### config.mk
export PLATFORM = sky130hd
export DESIGN_NAME = ws281x_stream_driver
export DESIGN_NICKNAME = d
export VERILOG_FILES = /design/src/rtl/ws281x_pkg.sv /design/src/rtl/ws281x_bit_timer.sv /design/src/rtl/ws281x_stream_driver.sv
export SDC_FILE = /design/constraint.sdc
export NUM_CORES = 1
export LEC_CHECK = 0
export ABC_AREA = 1
export ABC_CLOCK_PERIOD_IN_PS = 11100
export BUFFER_PORTS_ARGS = -buffer_cell sky130_fd_sc_hd__buf_2
export CAP_MARGIN = 0
export CORE_UTILIZATION = 65
export DETAILED_ROUTE_END_ITERATION = 16
export PLACE_DENSITY = 0.94
export SLEW_MARGIN = 10
export SYNTH_ARGS = -nofsm -noshare
export SYNTH_HDL_FRONTEND = slang
export SYNTH_SLANG_ARGS = --single-unit
### constraint.sdc
create_clock -name clk -period 11.1 [get_ports clk]
set_input_delay 0 -clock clk [delete_from_list [all_inputs] [get_ports clk]]
set_output_delay 0 -clock clk [all_outputs]
set_load 0.005 [all_outputs]
### src/rtl/ws281x_pkg.sv
// Shared types and helpers for the WS281x stream driver.
package ws281x_pkg;

    localparam int ORDER_GRB = 0;
    localparam int ORDER_RGB = 1;
    localparam int ORDER_BRG = 2;

    typedef enum logic [1:0] {
        S_IDLE,
        S_WAIT,
        S_SEND,
        S_LATCH
    } state_t;

    function automatic int clog2(input int value);
        int w;
        w = 0;
        while ((1 << w) < value) begin
            w = w + 1;
        end
        return w;
    endfunction

    // Brightness 255 maps to unity because the scale factor is brightness+1.
    function automatic logic [7:0] scale8(input logic [7:0] c, input logic [7:0] bri);
        logic [15:0] prod;
        prod = {8'h00, c} * ({8'h00, bri} + 16'd1);
        return prod[15:8];
    endfunction

endpackage

### src/rtl/ws281x_bit_timer.sv
// One NRZ bit period: phase counter and high-time compare. Held in start for the whole
// SEND state; the phase wraps at bit_end so consecutive bits abut with no gap.
module ws281x_bit_timer
    import ws281x_pkg::*;
#(
    parameter int CYC = 62,
    parameter int T0H = 19,
    parameter int T1H = 39
) (
    input  logic clk,
    input  logic reset_n,
    input  logic start,
    input  logic bit_val,
    output logic dout,
    output logic bit_end
);

    localparam int PH_W = clog2(CYC + 1);

    logic [PH_W-1:0] phase;

    assign bit_end = start && (phase == PH_W'(CYC - 1));
    assign dout    = start && (phase < (bit_val ? PH_W'(T1H) : PH_W'(T0H)));

    always_ff @(posedge clk) begin
        if (!reset_n) begin
            phase <= '0;
        end else if (!start || bit_end) begin
            phase <= '0;
        end else begin
            phase <= phase + PH_W'(1);
        end
    end

endmodule

### src/rtl/ws281x_stream_driver.sv
// WS281x serial LED driver: pixel stream in, brightness scale and channel reorder,
// NRZ waveform out with latch timing and underrun detection.
//
//  state   | meaning
//  --------+--------------------------------------------------------------
//  S_IDLE  | line low, waiting for frame_start with non-zero length
//  S_WAIT  | pix_ready high, waiting for next pixel; gap timer running
//  S_SEND  | shifting one LED's bits out, MSB first
//  S_LATCH | line held low RST_CYC cycles; also the reset/abort state
module ws281x_stream_driver
    import ws281x_pkg::*;
#(
    parameter int CLK_HZ    = 50_000_000,
    parameter int BIT_HZ    = 800_000,
    parameter int T0H_PCT   = 32,
    parameter int T1H_PCT   = 64,
    parameter int RESET_US  = 80,
    parameter int MAX_LEDS  = 256,
    parameter int RGBW      = 0,
    parameter int ORDER     = ORDER_GRB,
    parameter int UNDER_CYC = (RESET_US * (CLK_HZ / 1_000_000)) / 2,
    localparam int IDX_W    = clog2(MAX_LEDS + 1)
) (
    input  logic             clk,
    input  logic             reset_n,
    input  logic             frame_start,
    input  logic [IDX_W-1:0] frame_len,
    input  logic [7:0]       brightness,
    input  logic             pix_valid,
    output logic             pix_ready,
    input  logic [7:0]       pix_r,
    input  logic [7:0]       pix_g,
    input  logic [7:0]       pix_b,
    input  logic [7:0]       pix_w,
    output logic             dout,
    output logic             busy,
    output logic             pix_done,
    output logic             frame_done,
    output logic             underrun
);

    localparam int CYC     = CLK_HZ / BIT_HZ;
    localparam int T0H     = CYC * T0H_PCT / 100;
    localparam int T1H     = CYC * T1H_PCT / 100;
    localparam int RST_CYC = RESET_US * (CLK_HZ / 1_000_000);
    localparam int BPL     = (RGBW != 0) ? 32 : 24;
    localparam int GAP_W   = clog2(UNDER_CYC + 1);
    localparam int LAT_W   = clog2(RST_CYC + 1);

    generate
        if (!(T0H < T1H && T1H < CYC)) begin : g_bad_timing
            $error("ws281x_stream_driver: need T0H < T1H < CYC");
        end
    endgenerate

    state_t           state, state_next;
    logic [IDX_W-1:0] len_q, led_cnt;
    logic [7:0]       bri_q;
    logic [31:0]      shreg, packed_pix;
    logic [4:0]       bit_cnt;
    logic [GAP_W-1:0] gap_cnt;
    logic [LAT_W-1:0] lat_cnt;
    logic             dout_q, timer_dout, bit_end;
    logic [7:0]       r_s, g_s, b_s, w_s;

    ws281x_bit_timer #(
        .CYC (CYC),
        .T0H (T0H),
        .T1H (T1H)
    ) u_bit_timer (
        .clk     (clk),
        .reset_n (reset_n),
        .start   (state == S_SEND),
        .bit_val (shreg[31]),
        .dout    (timer_dout),
        .bit_end (bit_end)
    );

    // Pixels are left-aligned in the 32-bit shift register; RGB mode never shifts the low byte out.
    always_comb begin
        r_s = scale8(pix_r, bri_q);
        g_s = scale8(pix_g, bri_q);
        b_s = scale8(pix_b, bri_q);
        w_s = (RGBW != 0) ? scale8(pix_w, bri_q) : 8'h00;
        case (ORDER)
            ORDER_RGB: packed_pix = {r_s, g_s, b_s, w_s};
            ORDER_BRG: packed_pix = {b_s, r_s, g_s, w_s};
            default:   packed_pix = {g_s, r_s, b_s, w_s};
        endcase
    end

    always_comb begin
        state_next = state;
        pix_ready  = 1'b0;
        pix_done   = 1'b0;
        frame_done = 1'b0;
        underrun   = 1'b0;
        busy       = (state != S_IDLE);
        unique case (state)
            S_IDLE: begin
                if (frame_start && frame_len != '0) state_next = S_WAIT;
            end
            S_WAIT: begin
                pix_ready = 1'b1;
                if (pix_valid) begin
                    state_next = S_SEND;
                end else if (gap_cnt == GAP_W'(UNDER_CYC - 1)) begin
                    underrun   = 1'b1;
                    state_next = S_LATCH;
                end
            end
            S_SEND: begin
                if (bit_end && bit_cnt == 5'd0) begin
                    pix_done   = 1'b1;
                    state_next = (led_cnt == len_q - IDX_W'(1)) ? S_LATCH : S_WAIT;
                end
            end
            S_LATCH: begin
                if (lat_cnt == LAT_W'(RST_CYC - 1)) begin
                    frame_done = 1'b1;
                    state_next = S_IDLE;
                end
            end
            default: state_next = S_IDLE;
        endcase
    end

    always_ff @(posedge clk) begin
        if (!reset_n) begin
            state   <= S_LATCH;
            len_q   <= '0;
            bri_q   <= '0;
            led_cnt <= '0;
            shreg   <= '0;
            bit_cnt <= '0;
            gap_cnt <= '0;
            lat_cnt <= '0;
            dout_q  <= 1'b0;
        end else begin
            state   <= state_next;
            dout_q  <= (state == S_SEND) && timer_dout;
            gap_cnt <= (state == S_WAIT) ? gap_cnt + GAP_W'(1) : '0;
            lat_cnt <= (state == S_LATCH) ? lat_cnt + LAT_W'(1) : '0;
            if (state == S_IDLE && state_next == S_WAIT) begin
                len_q   <= frame_len;
                bri_q   <= brightness;
                led_cnt <= '0;
            end
            if (state == S_WAIT && pix_valid) begin
                shreg   <= packed_pix;
                bit_cnt <= 5'(BPL - 1);
            end
            if (state == S_SEND && bit_end) begin
                shreg <= {shreg[30:0], 1'b0};
                if (bit_cnt == 5'd0) begin
                    led_cnt <= led_cnt + IDX_W'(1);
                end else begin
                    bit_cnt <= bit_cnt - 5'd1;
                end
            end
        end
    end

    assign dout = dout_q;

endmodule
==> results.sh <==
export IMPL_critPathLaunchType="flip-flop"
export IMPL_worst_r2r_setup_slack_ns=4.67
export IMPL_timing_critical_path_buf_inv=8
export IMPL_post_drt_via_cell_ratio=5.74
export IMPL_utilization_pct=71.5
export IMPL_num_antenna_cells=0
export IMPL_run_status="complete, no violations"
export IMPL_synth_seq_area_share_pct=15.9
export IMPL_drt_first_pass_iters=5
export IMPL_timing_slew_headroom_pct=37.8
export IMPL_worstReg2RegStart="bri_q[0]"
export IMPL_part_of_the_cycle_the_worst_path_needs_pct=57.9
export IMPL_synth_area_per_cell_um2=7.06
export IMPL_port_buffers=50
export IMPL_synth_edf_count=0
export IMPL_critPathTopFamily="adder cells"
export IMPL_cts_tree="yes"
export IMPL_ctsRootBufferMaster="clkbuf_16"
export IMPL_reg2reg_depth=27
export IMPL_ctsHtreeMaxLevel=3
export IMPL_grt_pass1_vias=10700
export IMPL_timing_final_hold_violations=0
export IMPL_netlist_instances=1555
export IMPL_top_level_ports=59
export IMPL_row_count=47
export IMPL_yosys_cell_types_count=45
export IMPL_post_route_hold_slack_ns=0.0218
export IMPL_synthesis_area_mm2=0.0110
export IMPL_fin_nets=1886
export IMPL_total_leakage_power_nw=6.33
export IMPL_post_route_ant_nets=0
export IMPL_crit_type="flip-flop to flip-flop"
export IMPL_maximum_number_of_pins_on_one_net_before_global_route_repair=40
export IMPL_unrepaired_setup_endpoints_after_global_routing="false"
export IMPL_worstSetupEndpointType="flip-flop"
export IMPL_die_width_um=132
export IMPL_nFillCells=1178
export IMPL_vias=10500
export IMPL_hold_path_depth=2
export IMPL_place_congestion=0.950
export IMPL_ys_seq_elements=87
export IMPL_dp_hpwl_um=20800
export IMPL_die_area_mm2=0.0174
export IMPL_synthToLayoutAreaGrowth_pct=7.70
export IMPL_layout_area_seq_mm2=0.00174
export IMPL_multi_input_area_mm2=0.00778
export IMPL_vdd_ir_drop_worst_v=0.0000778
export IMPL_synth_yosys_warnings=0
export IMPL_cts_repair_timing_setup_buffer_count=0
export IMPL_grt_pass1_wl_um=47900
export IMPL_grt_util_all_layers_pct=33.9
export IMPL_crit_reg2reg_capture="shreg[13]"
export IMPL_numCtsBuffers=9
export IMPL_synth_async_reset_ratio_pct=0
export IMPL_cp_max_delay_cell="nand2_1"
export IMPL_report_power_total_w=0.000752
export IMPL_antenna_violations_before_repair=0
export IMPL_latest_clock_arrival_within_the_worst_skew_pair_ns=0.34
export IMPL_hold_sp="reset_n"
export IMPL_postSynth_topFlopCell="dfxtp_1"
export IMPL_route_final_wire_length_um=28000
export IMPL_starting_utilization_of_the_core_area_pct=66.4
export IMPL_synth_net_count=1835
export IMPL_drc=0
export IMPL_cts_clock_pin_slew_for_the_worst_setup_and_hold_paths_ns=0.06
export IMPL_core_area_mm2=0.0165
export IMPL_critPathArrivalTime_ns=6.64
export IMPL_maxClockFrequency_mhz=156
export IMPL_layout_drive_gt1_share_pct=6.52
export IMPL_setup_tns_ns=0
export IMPL_max_cap_violations=0
export IMPL_cts_buffer_depth=2
export IMPL_clock_skew_final_ns=0.00488
export IMPL_report_final_slew_viol_count=0
export IMPL_cpPeakStageDelay_ns=0.60
export IMPL_worst_slew_pin_transition_ns=0.931
export IMPL_grt_residual_overflow=0
export IMPL_die_h_um=132
export IMPL_min_to="state[1]"
export IMPL_pwr_density_cell_mw_per_mm2=63.6
export IMPL_worstHoldPathType="input pin to flip-flop"
export IMPL_clock_sinks=87
export IMPL_period_minus_slack_ns=6.43
export IMPL_required_ns=11.31
export IMPL_detailedRoute_firstIterationViolations=943
export IMPL_crit_path_max_fanout=20
export IMPL_setup_violations_final=0
export IMPL_wl_per_cell_um=15.3
[synthesized netlist by cell type (3+ instances only)]
| library cell | number | area [um2] |
|---|---|---|
| o21bai_1 | 8 | 60.1 |
| o22ai_1 | 16 | 100 |
| buf_2 | 10 | 50.1 |
| nand2_2 | 3 | 18.8 |
| nor2_2 | 3 | 18.8 |
| a21oi_1 | 100 | 500 |
| fa_1 | 120 | 2400 |
| o21ai_1 | 3 | 15.0 |
| and3_1 | 3 | 18.8 |
| inv_2 | 9 | 33.8 |
| nor2_4 | 12 | 135 |
| nor4_1 | 3 | 18.8 |
| ha_1 | 107 | 1340 |
| nand3b_1 | 12 | 90.1 |
| nand2_1 | 275 | 1030 |
| or2_2 | 6 | 37.5 |
| xnor2_1 | 5 | 43.8 |
| dfxtp_1 | 87 | 1740 |
| inv_1 | 332 | 1250 |
| nand3_1 | 85 | 425 |
| o21ai_0 | 55 | 275 |
| nand4_1 | 6 | 37.5 |
| a31oi_1 | 6 | 37.5 |
| clkbuf_1 | 13 | 48.8 |
| xor2_1 | 11 | 96.3 |
| nor3_1 | 26 | 130 |
| nor2_1 | 216 | 811 |
[cell type report]
| class | count | share of cell area, % |
|---|---|---|
| sequential | 87 | 14.7 |
| tap | 220 | 2.33 |
| inverter | 343 | 10.9 |
| clock inverter | 3 | 0.360 |
| clock buffer | 12 | 2.17 |
| timing repair buffer | 69 | 3.64 |
| multi-input combinational | 1096 | 65.8 |
[cells in the final DEF (no fill, tap or decap), drive strengths merged, types with 2 or more instances in the layout]
cell type | netlist | layout
a21boi | 2 | 2
a21o | 2 | 2
a21oi | 100 | 100
a31oi | 6 | 6
and3 | 3 | 3
buf | 16 | 54
clkbuf | 13 | 12
clkinv | 1 | 2
dfxtp | 87 | 87
dlygate4sd3 | 0 | 15
fa | 120 | 120
ha | 107 | 107
inv | 342 | 342
nand2 | 279 | 279
nand3 | 85 | 85
nand3b | 12 | 12
nand4 | 6 | 6
nor2 | 231 | 231
nor3 | 27 | 27
nor3b | 2 | 2
nor4 | 3 | 3
o21ai | 59 | 59
o21bai | 8 | 8
o22ai | 16 | 16
or2 | 6 | 6
xnor2 | 5 | 5
xor2 | 11 | 11
[worst register-to-register path, delay by kind of cell (launching register included)]
| family | cells | cell delay, ns |
|---|---|---|
| simple gates | 11 | 1.67 |
| fa+ha+maj | 6 | 2.62 |
| compound gates | 2 | 0.58 |
| buf+inv | 8 | 1.09 |
| flops | 1 | 0.31 |
[worst max-delay path by stage]
stage / start / to / slack (ns) / cells after the start
finish: bri_q[0] / shreg[13] / 4.67 / 27
global route: bri_q[0] / shreg[13] / 4.39 / 27
CTS: bri_q[0] / shreg[13] / 4.86 / 27
detailed placement: bri_q[0] / shreg[13] / 4.88 / 27
global placement: bri_q[0] / shreg[13] / 5.01 / 27
floorplan: bri_q[0] / shreg[23] / 6.33 / 22
[power by group]
group	switching [W]	total, W	internal [W]	leakage [nW]
sequential	0.00000579	0.000325	0.000319	0.701
combinational	0.0000801	0.000120	0.0000399	5.48
clock	0.000122	0.000307	0.000185	0.145
[registers in the layout, summed over array words and instances (netlist names)]
register,cells
bit_cnt,5
bri_q,8
dout,1
gap_cnt,11
lat_cnt,12
led_cnt,9
len_q,9
shreg,24
state,2
u_bit_timer.phase,6
[kinds of logic after synthesis]
logic type      Yosys count  synth area share, %
flops                    87                 15.9
simple gates            654                 25.7
xor+xnor                 16                 1.28
buf+inv                 372                 13.2
fa+ha+maj               227                 34.1
compound gates          199                 9.87
[through the flow]
stage	setup slack (ns)	instance area (um2)	cells
floorplan	6.33	11000	1555
global placement	5.01	11400	1800
detailed placement	4.88	11400	1800
CTS	4.86	11800	1830
global route	4.39	11800	1830
finish	4.67	11800	1830
[per-layer routing]
metal / part of all wire (%) / up-vias / global-route usage, %
met5: 0 / - / 0
met4: 4.8 / 0 / 15.8
met3: 7.5 / 149 / 6.04
met2: 49 / 539 / 59.9
met1: 38 / 4902 / 40.0
li1: - / 4918 / -
[what timing repair did]
action | in CTS | in global routing
hold endpoints to repair | 14 | 0
gates resized for setup | 0 | 0
hold buffers | 15 | 0
Note: power is estimated with default switching activity, not from simulation.
